`config.mk`:
```
export PLATFORM = sky130hd
export DESIGN_NAME = instruction_encoder
export DESIGN_NICKNAME = d
export VERILOG_FILES = /design/src/rtl/arm_isa_pkg.sv /design/src/rtl/imm_rotation_check.sv /design/src/rtl/instruction_encoder.sv
export SDC_FILE = /design/constraint.sdc
export NUM_CORES = 1
export LEC_CHECK = 0
export ABC_AREA = 1
export CAP_MARGIN = 20
export CORE_AREA = 2 2 157 159
export CTS_BUF_LIST = sky130_fd_sc_hd__clkbuf_4 sky130_fd_sc_hd__clkbuf_8
export DETAILED_ROUTE_END_ITERATION = 12
export DIE_AREA = 0 0 159 161
export GPL_ROUTABILITY_DRIVEN = 0
export PLACE_DENSITY = 0.56
export SLEW_MARGIN = 0
export SYNTH_ARGS = -nofsm -noshare
export SYNTH_HDL_FRONTEND = slang
export SYNTH_SLANG_ARGS = --single-unit
export TNS_END_PERCENT = 1
```
`constraint.sdc`:
```
create_clock -name clk -period 2.65 [get_ports clk]
set_input_delay 0.53 -clock clk [delete_from_list [all_inputs] [get_ports clk]]
set_output_delay 0.53 -clock clk [all_outputs]
set_load 0.02 [all_outputs]
```
`src/rtl/arm_isa_pkg.sv`:
```
// -----------------------------------------------------------------------------
// arm_isa_pkg
// Shared ARM ISA constants for the instruction encoder:
//   - instruction class codes presented on instr_class
//   - the "always" condition code
//   - shift type and data-processing opcode encodings
//   - encoder FSM state type and the captured-request field bundle
// -----------------------------------------------------------------------------
package arm_isa_pkg;

    // Instruction classes
    localparam logic [2:0] CLS_DP_REG = 3'b000;
    localparam logic [2:0] CLS_DP_IMM = 3'b001;
    localparam logic [2:0] CLS_LS_IMM = 3'b010;
    localparam logic [2:0] CLS_LS_REG = 3'b011;
    localparam logic [2:0] CLS_BRANCH = 3'b101;

    // Condition code "always"
    localparam logic [3:0] COND_AL = 4'hE;

    // Shift types
    localparam logic [1:0] SHIFT_LSL = 2'b00;
    localparam logic [1:0] SHIFT_LSR = 2'b01;
    localparam logic [1:0] SHIFT_ASR = 2'b10;
    localparam logic [1:0] SHIFT_ROR = 2'b11;

    // Data-processing opcodes
    localparam logic [3:0] OP_AND = 4'b0000;
    localparam logic [3:0] OP_EOR = 4'b0001;
    localparam logic [3:0] OP_SUB = 4'b0010;
    localparam logic [3:0] OP_RSB = 4'b0011;
    localparam logic [3:0] OP_ADD = 4'b0100;
    localparam logic [3:0] OP_ADC = 4'b0101;
    localparam logic [3:0] OP_SBC = 4'b0110;
    localparam logic [3:0] OP_RSC = 4'b0111;
    localparam logic [3:0] OP_TST = 4'b1000;
    localparam logic [3:0] OP_TEQ = 4'b1001;
    localparam logic [3:0] OP_CMP = 4'b1010;
    localparam logic [3:0] OP_CMN = 4'b1011;
    localparam logic [3:0] OP_ORR = 4'b1100;
    localparam logic [3:0] OP_MOV = 4'b1101;
    localparam logic [3:0] OP_BIC = 4'b1110;
    localparam logic [3:0] OP_MVN = 4'b1111;

    // Encoder FSM states
    typedef enum logic [0:0] {
        ST_IDLE   = 1'b0,
        ST_SEARCH = 1'b1
    } enc_state_t;

    // All request fields, captured together on the accepting edge
    typedef struct packed {
        logic [2:0]  cls;
        logic [3:0]  rd;
        logic [3:0]  rn;
        logic [3:0]  rm;
        logic [3:0]  rs;
        logic [3:0]  opcode;
        logic        set_flags;
        logic [1:0]  shift;
        logic [4:0]  shift_amount;
        logic        use_rs;
        logic [31:0] imm32;
        logic        p_bit;
        logic        u_bit;
        logic        b_bit;
        logic        w_bit;
        logic        l_bit;
        logic [11:0] offset_12;
        logic        branch_with_link;
        logic [23:0] signed_immed_24;
    } enc_fields_t;

endpackage : arm_isa_pkg

```
`src/rtl/imm_rotation_check.sv`:
```
// -----------------------------------------------------------------------------
// imm_rotation_check
// Combinational test of one candidate rotation for an ARM data-processing
// immediate: rotating imm32 left by 2*rot must leave only the low byte set.
// Ports:
//   i_imm32  in  32  value to be represented
//   i_rot    in   4  candidate rotate_imm
//   o_fits   out  1  value is representable with this rotation
//   o_imm8   out  8  imm8 field for this rotation (meaningful when o_fits)
// -----------------------------------------------------------------------------
module imm_rotation_check (
    input  logic [31:0] i_imm32,
    input  logic [3:0]  i_rot,
    output logic        o_fits,
    output logic [7:0]  o_imm8
);

    logic [63:0] w_dbl;
    logic [31:0] w_rol;

    // Shifting the doubled word left and keeping the upper half is a rotate
    // left; a shift of zero degenerates cleanly to the unrotated value.
    assign w_dbl  = {i_imm32, i_imm32} << {i_rot, 1'b0};
    assign w_rol  = w_dbl[63:32];
    assign o_fits = (w_rol[31:8] == 24'd0);
    assign o_imm8 = w_rol[7:0];

endmodule : imm_rotation_check

```
`src/rtl/instruction_encoder.sv`:
```
// -----------------------------------------------------------------------------
// instruction_encoder
// Packs decoded ARM fields into a 32-bit instruction word (DP-reg, DP-imm,
// LS-imm, LS-reg, branch). All request fields are captured on the accepting
// edge; the word is produced one edge later, except DP-imm, which searches
// rotate_imm one value per cycle and finishes on the first fitting rotation.
//
// Handshake: start is sampled only while busy=0. busy is high only while a
// DP-imm search runs. Completion is a one-cycle valid pulse (error alongside
// it for unsupported classes or an unrepresentable immediate); instruction
// holds until the next completion.
//
// Build option: define ENCODER_FAST_IMM_EN to check all 16 rotations in
// parallel so DP-imm also completes one edge after acceptance.
//
// Ports:
//   clk, reset          clock, synchronous active-high reset
//   start / busy        request / search in progress
//   instr_class         class code (see arm_isa_pkg)
//   rd, rn, rm, rs      register fields
//   opcode, set_flags   DP opcode and S bit
//   shift, shift_amount shift type and immediate amount
//   use_rs              register-specified shift for DP-reg
//   imm32               DP-imm operand value
//   p/u/b/w/l_bit       load/store control bits
//   offset_12           LS-imm offset
//   branch_with_link    branch L bit
//   signed_immed_24     branch offset
//   instruction         encoded word
//   valid, error        completion pulse and its error flag
// -----------------------------------------------------------------------------
module instruction_encoder
    import arm_isa_pkg::*;
#(
    parameter logic [3:0] COND = COND_AL
) (
    input  logic        clk,
    input  logic        reset,
    input  logic        start,
    output logic        busy,
    input  logic [2:0]  instr_class,
    input  logic [3:0]  rd,
    input  logic [3:0]  rn,
    input  logic [3:0]  rm,
    input  logic [3:0]  rs,
    input  logic [3:0]  opcode,
    input  logic        set_flags,
    input  logic [1:0]  shift,
    input  logic [4:0]  shift_amount,
    input  logic        use_rs,
    input  logic [31:0] imm32,
    input  logic        p_bit,
    input  logic        u_bit,
    input  logic        b_bit,
    input  logic        w_bit,
    input  logic        l_bit,
    input  logic [11:0] offset_12,
    input  logic        branch_with_link,
    input  logic [23:0] signed_immed_24,
    output logic [31:0] instruction,
    output logic        valid,
    output logic        error
);

    enc_state_t  r_state;
    enc_fields_t r_fld;
    logic [3:0]  r_rot;
    logic        r_pend;
    logic        r_busy;
    logic        r_valid;
    logic        r_error;
    logic [31:0] r_instruction;

    enc_fields_t w_in;
    logic        w_fit;
    logic [3:0]  w_rot;
    logic [7:0]  w_imm8;
    logic [31:0] w_word;
    logic        w_bad;

    assign w_in = '{
        cls:              instr_class,
        rd:               rd,
        rn:               rn,
        rm:               rm,
        rs:               rs,
        opcode:           opcode,
        set_flags:        set_flags,
        shift:            shift,
        shift_amount:     shift_amount,
        use_rs:           use_rs,
        imm32:            imm32,
        p_bit:            p_bit,
        u_bit:            u_bit,
        b_bit:            b_bit,
        w_bit:            w_bit,
        l_bit:            l_bit,
        offset_12:        offset_12,
        branch_with_link: branch_with_link,
        signed_immed_24:  signed_immed_24
    };

`ifdef ENCODER_FAST_IMM_EN
    logic [15:0] w_fits_vec;
    logic [7:0]  w_imm8_vec [16];

    for (genvar g = 0; g < 16; g++) begin : g_rot
        imm_rotation_check u_chk (
            .i_imm32 (r_fld.imm32),
            .i_rot   (4'(g)),
            .o_fits  (w_fits_vec[g]),
            .o_imm8  (w_imm8_vec[g])
        );
    end

    // Walk from the largest rotation down so the smallest fitting one is
    // the last to write, i.e. it has priority.
    always_comb begin
        w_fit  = 1'b0;
        w_rot  = 4'd0;
        w_imm8 = 8'd0;
        for (int i = 15; i >= 0; i--) begin
            if (w_fits_vec[i]) begin
                w_fit  = 1'b1;
                w_rot  = 4'(i);
                w_imm8 = w_imm8_vec[i];
            end
        end
    end
`else
    // One checker, stepped through rotations by r_rot during SEARCH.
    imm_rotation_check u_chk (
        .i_imm32 (r_fld.imm32),
        .i_rot   (r_rot),
        .o_fits  (w_fit),
        .o_imm8  (w_imm8)
    );
    assign w_rot = r_rot;
`endif

    // Word for the captured request. An unrepresentable DP-imm or an
    // unsupported class yields zero with w_bad set.
    always_comb begin
        w_word = 32'd0;
        w_bad  = 1'b0;
        case (r_fld.cls)
            CLS_DP_REG: begin
                w_word = {COND, 3'b000, r_fld.opcode, r_fld.set_flags,
                          r_fld.rn, r_fld.rd,
                          (r_fld.use_rs ? {r_fld.rs, 1'b0} : r_fld.shift_amount),
                          r_fld.shift, r_fld.use_rs, r_fld.rm};
            end
            CLS_DP_IMM: begin
                w_bad = !w_fit;
                if (w_fit) begin
                    w_word = {COND, 3'b001, r_fld.opcode, r_fld.set_flags,
                              r_fld.rn, r_fld.rd, w_rot, w_imm8};
                end
            end
            CLS_LS_IMM: begin
                w_word = {COND, 3'b010, r_fld.p_bit, r_fld.u_bit, r_fld.b_bit,
                          r_fld.w_bit, r_fld.l_bit, r_fld.rn, r_fld.rd,
                          r_fld.offset_12};
            end
            CLS_LS_REG: begin
                w_word = {COND, 3'b011, r_fld.p_bit, r_fld.u_bit, r_fld.b_bit,
                          r_fld.w_bit, r_fld.l_bit, r_fld.rn, r_fld.rd,
                          r_fld.shift_amount, r_fld.shift, 1'b0, r_fld.rm};
            end
            CLS_BRANCH: begin
                w_word = {COND, 3'b101, r_fld.branch_with_link,
                          r_fld.signed_immed_24};
            end
            default: begin
                w_bad = 1'b1;
            end
        endcase
    end

    always_ff @(posedge clk) begin
        if (reset) begin
            r_state       <= ST_IDLE;
            r_fld         <= '0;
            r_rot         <= 4'd0;
            r_pend        <= 1'b0;
            r_busy        <= 1'b0;
            r_valid       <= 1'b0;
            r_error       <= 1'b0;
            r_instruction <= 32'd0;
        end else begin
            r_valid <= 1'b0;
            r_error <= 1'b0;
            r_pend  <= 1'b0;

            // Single-cycle classes: captured last edge, emitted now.
            if (r_pend) begin
                r_valid       <= 1'b1;
                r_error       <= w_bad;
                r_instruction <= w_word;
            end

            case (r_state)
                ST_IDLE: begin
                    if (start) begin
                        r_fld <= w_in;
`ifdef ENCODER_FAST_IMM_EN
                        r_pend <= 1'b1;
`else
                        if (instr_class == CLS_DP_IMM) begin
                            r_state <= ST_SEARCH;
                            r_busy  <= 1'b1;
                            r_rot   <= 4'd0;
                        end else begin
                            r_pend <= 1'b1;
                        end
`endif
                    end
                end
                ST_SEARCH: begin
                    if (w_fit || (r_rot == 4'd15)) begin
                        r_valid       <= 1'b1;
                        r_error       <= !w_fit;
                        r_instruction <= w_word;
                        r_busy        <= 1'b0;
                        r_rot         <= 4'd0;
                        r_state       <= ST_IDLE;
                    end else begin
                        r_rot <= r_rot + 4'd1;
                    end
                end
                default: begin
                    r_state <= ST_IDLE;
                end
            endcase
        end
    end

    assign busy        = r_busy;
    assign valid       = r_valid;
    assign error       = r_error;
    assign instruction = r_instruction;

endmodule : instruction_encoder

```
==> metrics, run 1 <==
result of the run complete, no violations; CTS buffer count 17; Cells after Synth between 1000 and 1500; ANT nets after route 0; count of buffers inserted at the top-level ports roughly 140; data required time at the worst endpoint 2.97 ns; flops & latches, synth roughly 150; Critical Path End Type flop; average wire per cell in the routed design 14.19 µm; GRT Resource Usage Total 0.1697; Synth Net Count roughly 1200; power density cells ~550 mW/mm²; Synth area leaders sky130_fd_sc_hd__dfxtp_1 42%, sky130_fd_sc_hd__nand2_1 16%, sky130_fd_sc_hd__nor2_1 11%; relative area change from synthesis to final layout 32.10%; Mapped Avg Cell Area between 6 and 7 µm²; Achievable Freq 430.6 MHz; Pre-antenna DRT Iters 5; final worst path period need 2.323 ns; largest fanout on the critical path 32; crit path launch r_rot[0]$_SDFFE_PP0P_; Detailed Place HPWL between 15000 and 20000 µm; area of the die 0.02560 mm²; fraction of final layout cells with drive strength greater than 1 0.06224; final cell area excluding filler cells approximately 0.0093 mm²; Slew Viols, Final 0; Critical Path End instruction[22]$_SDFF_PP0_; Max-Slew Margin vs Limit 0.5356; initial antenna violation count 0; Setup crit start kind flop; die height about 160 µm; Post-DP Area about 0.009 mm²; depth of the most critical reg-to-reg path 16; CTS clock-pin slew for the worst setup and hold paths approximately 0.1 ns; antenna diode instance count 0; total number of nets in the final design between 1000 and 1500; unrepaired setup endpoints after global routing false; VDD IR max 0.2455 mV; Clk Latency, worst-skew pair 0.47 ns; maximum number of pins on one net before global-route repair around 110; part of the cycle the worst path needs 0.8764; cts hold-fix bufs 0; total vias in the final route 7259; Seq/Total Area, Yosys 0.4181; initial core utilization 0.2938; Initial DRC Count 511; maximum number of buffers from clock root to sink 2; slew of the pin with the lowest slew margin 0.6893 ns; end of the worst register-to-register path instruction[22]$_SDFF_PP0_; Reg2Reg Setup Slack 0.33 ns; leading area contributor after synthesis sky130_fd_sc_hd__dfxtp_1; arrival time reported for the critical path endpoint 2.64 ns; TritonCTS clock tree built; Synth warnings 0; die width 159 µm; final wirelength 21930 µm; Residual DRC 0; leakage power summed over all cells 0.003891 µW; number of H-tree levels 4; post-synthesis cell area 0.007039 mm²; # rows 57; io pins 144; Final setup violation count 0; Vias per Instance 4.698; area of the core 0.02396 mm²; largest clock skew in the final design 0.02997 ns; setup TNS after final layout 0 ns; total global routing overflow 0; count of final hold-check violations 0; Max-cap violations 0; TritonCTS Sinks around 150; Crit Path Category flop to flop; Hold Crit Class flop to flop; Root Buffer Master sky130_fd_sc_hd__clkbuf_8; reg2reg start r_rot[0]$_SDFFE_PP0P_; wire length of the first global-routing pass 34930 µm; Yosys top cell area share 0.4181; number of unique standard cell types used by synthesis 27; vias in the first global route 6802
final cells by class:
| class | instances | area, µm² |
|---|---|---|
| multi-input cells | 822 | 3597 |
| inverters | 51 | 193.9 |
| clock buffers | 17 | 234.0 |
| repair buffers | 169 | 1727 |
| well taps | 324 | 405.4 |
| flip-flops and latches | 147 | 2945 |
| clock inverters | 15 | 196.4 |
| fillers | 2640 | 14660 |
metrics by stage:
| stage | worst slack [ns] | cells | total power [µW] | utilization | hold WS [ns] |
|---|---|---|---|---|---|
| 2_1_floorplan | 0.6367 | 1088 | 2969 | - | 0.4245 |
| 3_3_place_gp | 0.08965 | 1511 | 3361 | 0.3685 | 0.4355 |
| 3_5_place_dp | 0.05914 | 1511 | 3368 | 0.3685 | 0.4462 |
| 4_1_cts | 0.03884 | 1543 | 5211 | 0.3865 | 0.4598 |
| 5_1_grt | 0.02930 | 1545 | 5417 | 0.3881 | 0.4809 |
| 6_report | 0.3274 | 1545 | 5151 | 0.3881 | 0.4575 |
what timing repair did:
action,CTS,global route
endpoints found under the setup margin,0,33
buffers inserted,0,2
resized for setup,0,6
endpoints found under the hold margin,0,0
per-layer routing:
layer,up-vias,track usage,part of all wire
met3,23,0.03493,0.047
li1,3761,-,-
met2,198,0.2789,0.46
met1,3277,0.2262,0.48
met5,-,0,0
met4,0,0.04876,0.013
worst max-delay path, stage by stage, from the launching register on:
cell,delay (ns)
sky130_fd_sc_hd__dfxtp_2,0.43
sky130_fd_sc_hd__inv_4,0.15
sky130_fd_sc_hd__nand2_1,0.15
sky130_fd_sc_hd__nand3_1,0.08
sky130_fd_sc_hd__nand2_1,0.11
sky130_fd_sc_hd__nand2_1,0.06
sky130_fd_sc_hd__nand2_1,0.12
sky130_fd_sc_hd__nand2_1,0.06
sky130_fd_sc_hd__nor2_1,0.11
sky130_fd_sc_hd__nand2_1,0.06
sky130_fd_sc_hd__nand2_1,0.12
sky130_fd_sc_hd__nand4_2,0.18
sky130_fd_sc_hd__nand2_2,0.16
sky130_fd_sc_hd__inv_1,0.06
sky130_fd_sc_hd__buf_4,0.18
sky130_fd_sc_hd__nand2_1,0.08
sky130_fd_sc_hd__a21oi_1,0.06
power by group:
part / leakage [µW] / switching (µW) / internal (µW)
Clock: 0.000214 / 1090 / 743
Sequential: 0.00121 / 85.6 / 2350
Combinational: 0.00246 / 500 / 380
flip-flops by register name (all words and copies together) (netlist names):
signal / cells
busy: 1
error: 1
instruction: 32
r_fld: 106
r_pend: 1
r_rot: 4
r_state: 1
valid: 1
synth_stat cells, drive strengths merged:
cell type	n
a211oi	4
a21oi	63
a221oi	12
a31oi	1
and3	1
buf	24
clkbuf	44
dfxtp	147
ha	1
inv	51
nand2	307
nand3	87
nand4	1
nor2	210
nor3	2
nor3b	1
o211a	1
o21ai	128
o22ai	3
how the worst min path moves through the flow:
stage	cells past startpoint	start	endpoint
2_1_floorplan	2	r_fld[21]$_SDFFE_PP0P_	r_fld[21]$_SDFFE_PP0P_
3_3_place_gp	2	r_fld[9]$_SDFFE_PP0P_	r_fld[9]$_SDFFE_PP0P_
3_5_place_dp	2	r_fld[8]$_SDFFE_PP0P_	r_fld[8]$_SDFFE_PP0P_
4_1_cts	2	r_fld[8]$_SDFFE_PP0P_	r_fld[8]$_SDFFE_PP0P_
5_1_grt	2	instruction[28]$_SDFF_PP0_	instruction[28]$_SDFF_PP0_
6_report	2	r_fld[8]$_SDFFE_PP0P_	r_fld[8]$_SDFFE_PP0P_
kinds of logic (layout without fill, tap and decap cells):
| kind of cell | after synthesis | after routing | share of synthesized area |
|---|---|---|---|
| compound gates | 212 | 212 | 0.1616 |
| fa+ha+maj | 1 | 1 | 0.001777 |
| buf+inv | 119 | 252 | 0.07270 |
| flops | 147 | 147 | 0.4181 |
| simple gates | 609 | 609 | 0.3459 |
cell usage in the layout, fill, tap and decap left out, types with 2 or more instances in the layout:
| cell type | netlist | final |
|---|---|---|
| sky130_fd_sc_hd__nor2_1 | 208 | 208 |
| sky130_fd_sc_hd__dfxtp_1 | 147 | 145 |
| sky130_fd_sc_hd__buf_4 | 6 | 18 |
| sky130_fd_sc_hd__nand2_1 | 306 | 303 |
| sky130_fd_sc_hd__a21oi_1 | 62 | 62 |
| sky130_fd_sc_hd__clkinv_8 | 0 | 6 |
| sky130_fd_sc_hd__clkbuf_8 | 0 | 17 |
| sky130_fd_sc_hd__a221oi_1 | 12 | 12 |
| sky130_fd_sc_hd__nand3_1 | 86 | 86 |
| sky130_fd_sc_hd__inv_1 | 45 | 44 |
| sky130_fd_sc_hd__o21ai_0 | 128 | 128 |
| sky130_fd_sc_hd__o22ai_1 | 3 | 3 |
| sky130_fd_sc_hd__nand2_2 | 1 | 3 |
| sky130_fd_sc_hd__nor3_1 | 2 | 2 |
| sky130_fd_sc_hd__buf_12 | 0 | 8 |
| sky130_fd_sc_hd__nor2_4 | 2 | 2 |
| sky130_fd_sc_hd__inv_6 | 0 | 2 |
| sky130_fd_sc_hd__inv_8 | 0 | 5 |
| sky130_fd_sc_hd__clkdlybuf4s50_1 | 0 | 143 |
| sky130_fd_sc_hd__inv_2 | 6 | 6 |
| sky130_fd_sc_hd__a211oi_1 | 4 | 4 |
| sky130_fd_sc_hd__dfxtp_2 | 0 | 2 |
Power figures use the tool's default switching activity.
==> run 2, diff against run 1 <==
- CORE_AREA: 2 2 157 159 -> 2 2 122 124
- DIE_AREA: 0 0 159 161 -> 0 0 124 126
- PLACE_DENSITY: 0.56 -> 0.82
- SKIP_LAST_GASP: not set -> 1
==> run 2 against run 1 <==
  * Clock power decreased by 3%
  * Final cell count decreased by 9.5%
  * Wire length decreased by 10%
  * Hold slack got worse by 0.0058 ns
  * First-iteration DRC count increased by 26%
  * Design area decreased by 2.8%
  * Global-route usage increased by 8.9 points
  * Clock skew decreased by 0.0095 ns
  * Sequential power about the same
  * Sequential cell count unchanged
  * Register-to-register slack got worse by 0.05 ns
  * Fmax decreased by 2.3%
  * Critical path type unchanged
  * Highest routed layer unchanged
==> metrics, run 2 (synthesis gave the netlist of run 1 again) <==
result of the run complete, no violations; fillers approximately 1300; vias in the first global route between 6000 and 7000; hold slack final 0.4516 ns; unrepaired setup endpoints after global routing false; final wirelength roughly 20000 µm; largest fanout on the critical path 32; count of final hold-check violations 0; part of the cycle the worst path needs 0.8967; wire length of the first global-routing pass 31860 µm; cts hold-fix bufs 0; CTS clock-pin slew for the worst setup and hold paths 0.09 ns; largest clock skew in the final design 0.02049 ns; total vias in the final route 7363; worst min-delay path startpoint instruction[28]$_SDFF_PP0_; relative area change from synthesis to final layout 28.35%; number of cells traversed by the worst hold path 2; end of the worst register-to-register path instruction[20]$_SDFF_PP0_; count of buffers inserted at the top-level ports 143; non-filler instance count after layout 1398; maximum number of pins on one net before global-route repair 113; register ranked first by flip-flop count r_fld; Root Buffer Master sky130_fd_sc_hd__clkbuf_8; Final setup violation count 0; CTS buffer count 17; TritonCTS clock tree built; initial antenna violation count 0; total global routing overflow 0; endpoint of the worst hold-timing path instruction[28]$_SDFF_PP0_; Setup crit start kind flop; total number of nets in the final design about 1300; commonest cells after routing, fill and taps aside 304 x sky130_fd_sc_hd__nand2_1, 208 x sky130_fd_sc_hd__nor2_1, 145 x sky130_fd_sc_hd__dfxtp_1; io pins around 140; flip-flop count of the largest register, all copies and words added 106; data required time at the worst endpoint about 3.0 ns; TritonCTS Sinks about 150; Detailed Place HPWL between 10000 and 15000 µm; Hold Crit Class flop to flop; Max-cap violations 0; initial core utilization 0.4918; area of the core 0.01431 mm²; Reg2Reg Setup Slack 0.27 ns; Critical Path End Type flop; Achievable Freq 420.9 MHz; leakage power summed over all cells 0.003845 µW; setup TNS after final layout 0 ns; Vias per Instance about 5.3; VDD IR max 0.3709 mV; final worst path period need about 2.4 ns; antenna diode instance count 0; reg2reg start r_rot[0]$_SDFFE_PP0P_; depth of the most critical reg-to-reg path 16; slew of the pin with the lowest slew margin 0.6901 ns; cell count after placement 1365; Max-Slew Margin vs Limit 0.5399; Initial DRC Count 646; Crit Path Category flop to flop; # rows 44; most common library cell in the layout ignoring fill and taps sky130_fd_sc_hd__nand2_1; Residual DRC 0; Clk Latency, worst-skew pair 0.46 ns; Slew Viols, Final 0; power density cells about 560 mW/mm²; number of H-tree levels 4; average wire per cell in the routed design approximately 14 µm; arrival time reported for the critical path endpoint 2.70 ns; GRT Resource Usage Total 0.2585; Pre-antenna DRT Iters 6; area of the die 0.01562 mm²; die width about 120 µm; ANT nets after route 0; maximum number of buffers from clock root to sink 2; die height 126 µm; fraction of final layout cells with drive strength greater than 1 0.05601
[run 2: cell count changes in the layout (fill, tap and decap cells not counted), sizes merged]
cell | previous run | this run
inv | 59 | 57
clkinv | 7 | 5
bufinv | 0 | 1
clkbuf | 17 | 19
clkinvlp | 0 | 1
buf | 26 | 19
[run 2: worst max-delay path by stage]
stage / slack, ns / endpoint / startpoint
final: 0.27 / instruction[20]$_SDFF_PP0_ / r_rot[0]$_SDFFE_PP0P_
after global routing: 0.03 / instruction[20]$_SDFF_PP0_ / r_rot[0]$_SDFFE_PP0P_
after CTS: 0.07 / instruction[14]$_SDFF_PP0_ / r_rot[0]$_SDFFE_PP0P_
after detailed placement: 0.09 / instruction[14]$_SDFF_PP0_ / r_rot[0]$_SDFFE_PP0P_
after global placement: 0.18 / instruction[8]$_SDFF_PP0_ / r_rot[0]$_SDFFE_PP0P_
after floorplan: 0.64 / instruction[25]$_SDFF_PP0_ / r_rot[0]$_SDFFE_PP0P_
[run 2: through the flow]
stage               setup WS [ns]  power [µW]  instance area [µm²]  utilization
global route              0.02774        5307                 9035       0.6312
global placement           0.1801        3314                 8598       0.6007
CTS                       0.07043        5084                 9005       0.6291
finish                     0.2739        5076                 9035       0.6312
detailed placement        0.09447        3330                 8598       0.6007
floorplan                  0.6367        2969                 7039            -
[run 2: final cells by class]
class | count | area, µm² | area share
tap | 184 | 230.2 | 0.02548
timing repair buffer | 162 | 1662 | 0.1839
inverter | 51 | 196.4 | 0.02174
multi-input combinational | 822 | 3595 | 0.3979
clock inverter | 13 | 145.1 | 0.01606
clock buffer | 19 | 261.5 | 0.02894
sequential | 147 | 2945 | 0.3260
[run 2: timing repair]
action | 4_1_cts | 5_1_grt
gates resized for setup | 0 | 6
setup endpoints to repair | 0 | 31
setup buffers | 0 | 1
[run 2: report_power, final]
part           total (µW)  leakage [µW]  switching (µW)  internal, µW
clock                1790      0.000206             957           829
sequential           2440       0.00121            87.3          2350
combinational         853       0.00242             482           371
[run 2: layer usage]
metal	GRT usage	up-vias	part of all wire
li1	-	3748	-
met1	0.3102	3293	0.41
met2	0.4224	267	0.47
met3	0.08062	55	0.083
met4	0.1143	0	0.034
met5	0	-	0
[run 2: critical path: stages, from the launching register on]
cell and delay (ns):
sky130_fd_sc_hd__dfxtp_2 0.43, sky130_fd_sc_hd__inv_4 0.16, sky130_fd_sc_hd__nand2_1 0.12, sky130_fd_sc_hd__nand3_1 0.10, sky130_fd_sc_hd__nand2_1 0.12, sky130_fd_sc_hd__nand2_1 0.06
sky130_fd_sc_hd__nand2_1 0.11, sky130_fd_sc_hd__nand2_1 0.06, sky130_fd_sc_hd__nor2_1 0.09, sky130_fd_sc_hd__nand2_1 0.06, sky130_fd_sc_hd__nand2_1 0.13, sky130_fd_sc_hd__nand4_2 0.17
sky130_fd_sc_hd__nand2_1 0.20, sky130_fd_sc_hd__inv_1 0.09, sky130_fd_sc_hd__buf_4 0.19, sky130_fd_sc_hd__nand2_1 0.08, sky130_fd_sc_hd__a21oi_1 0.07
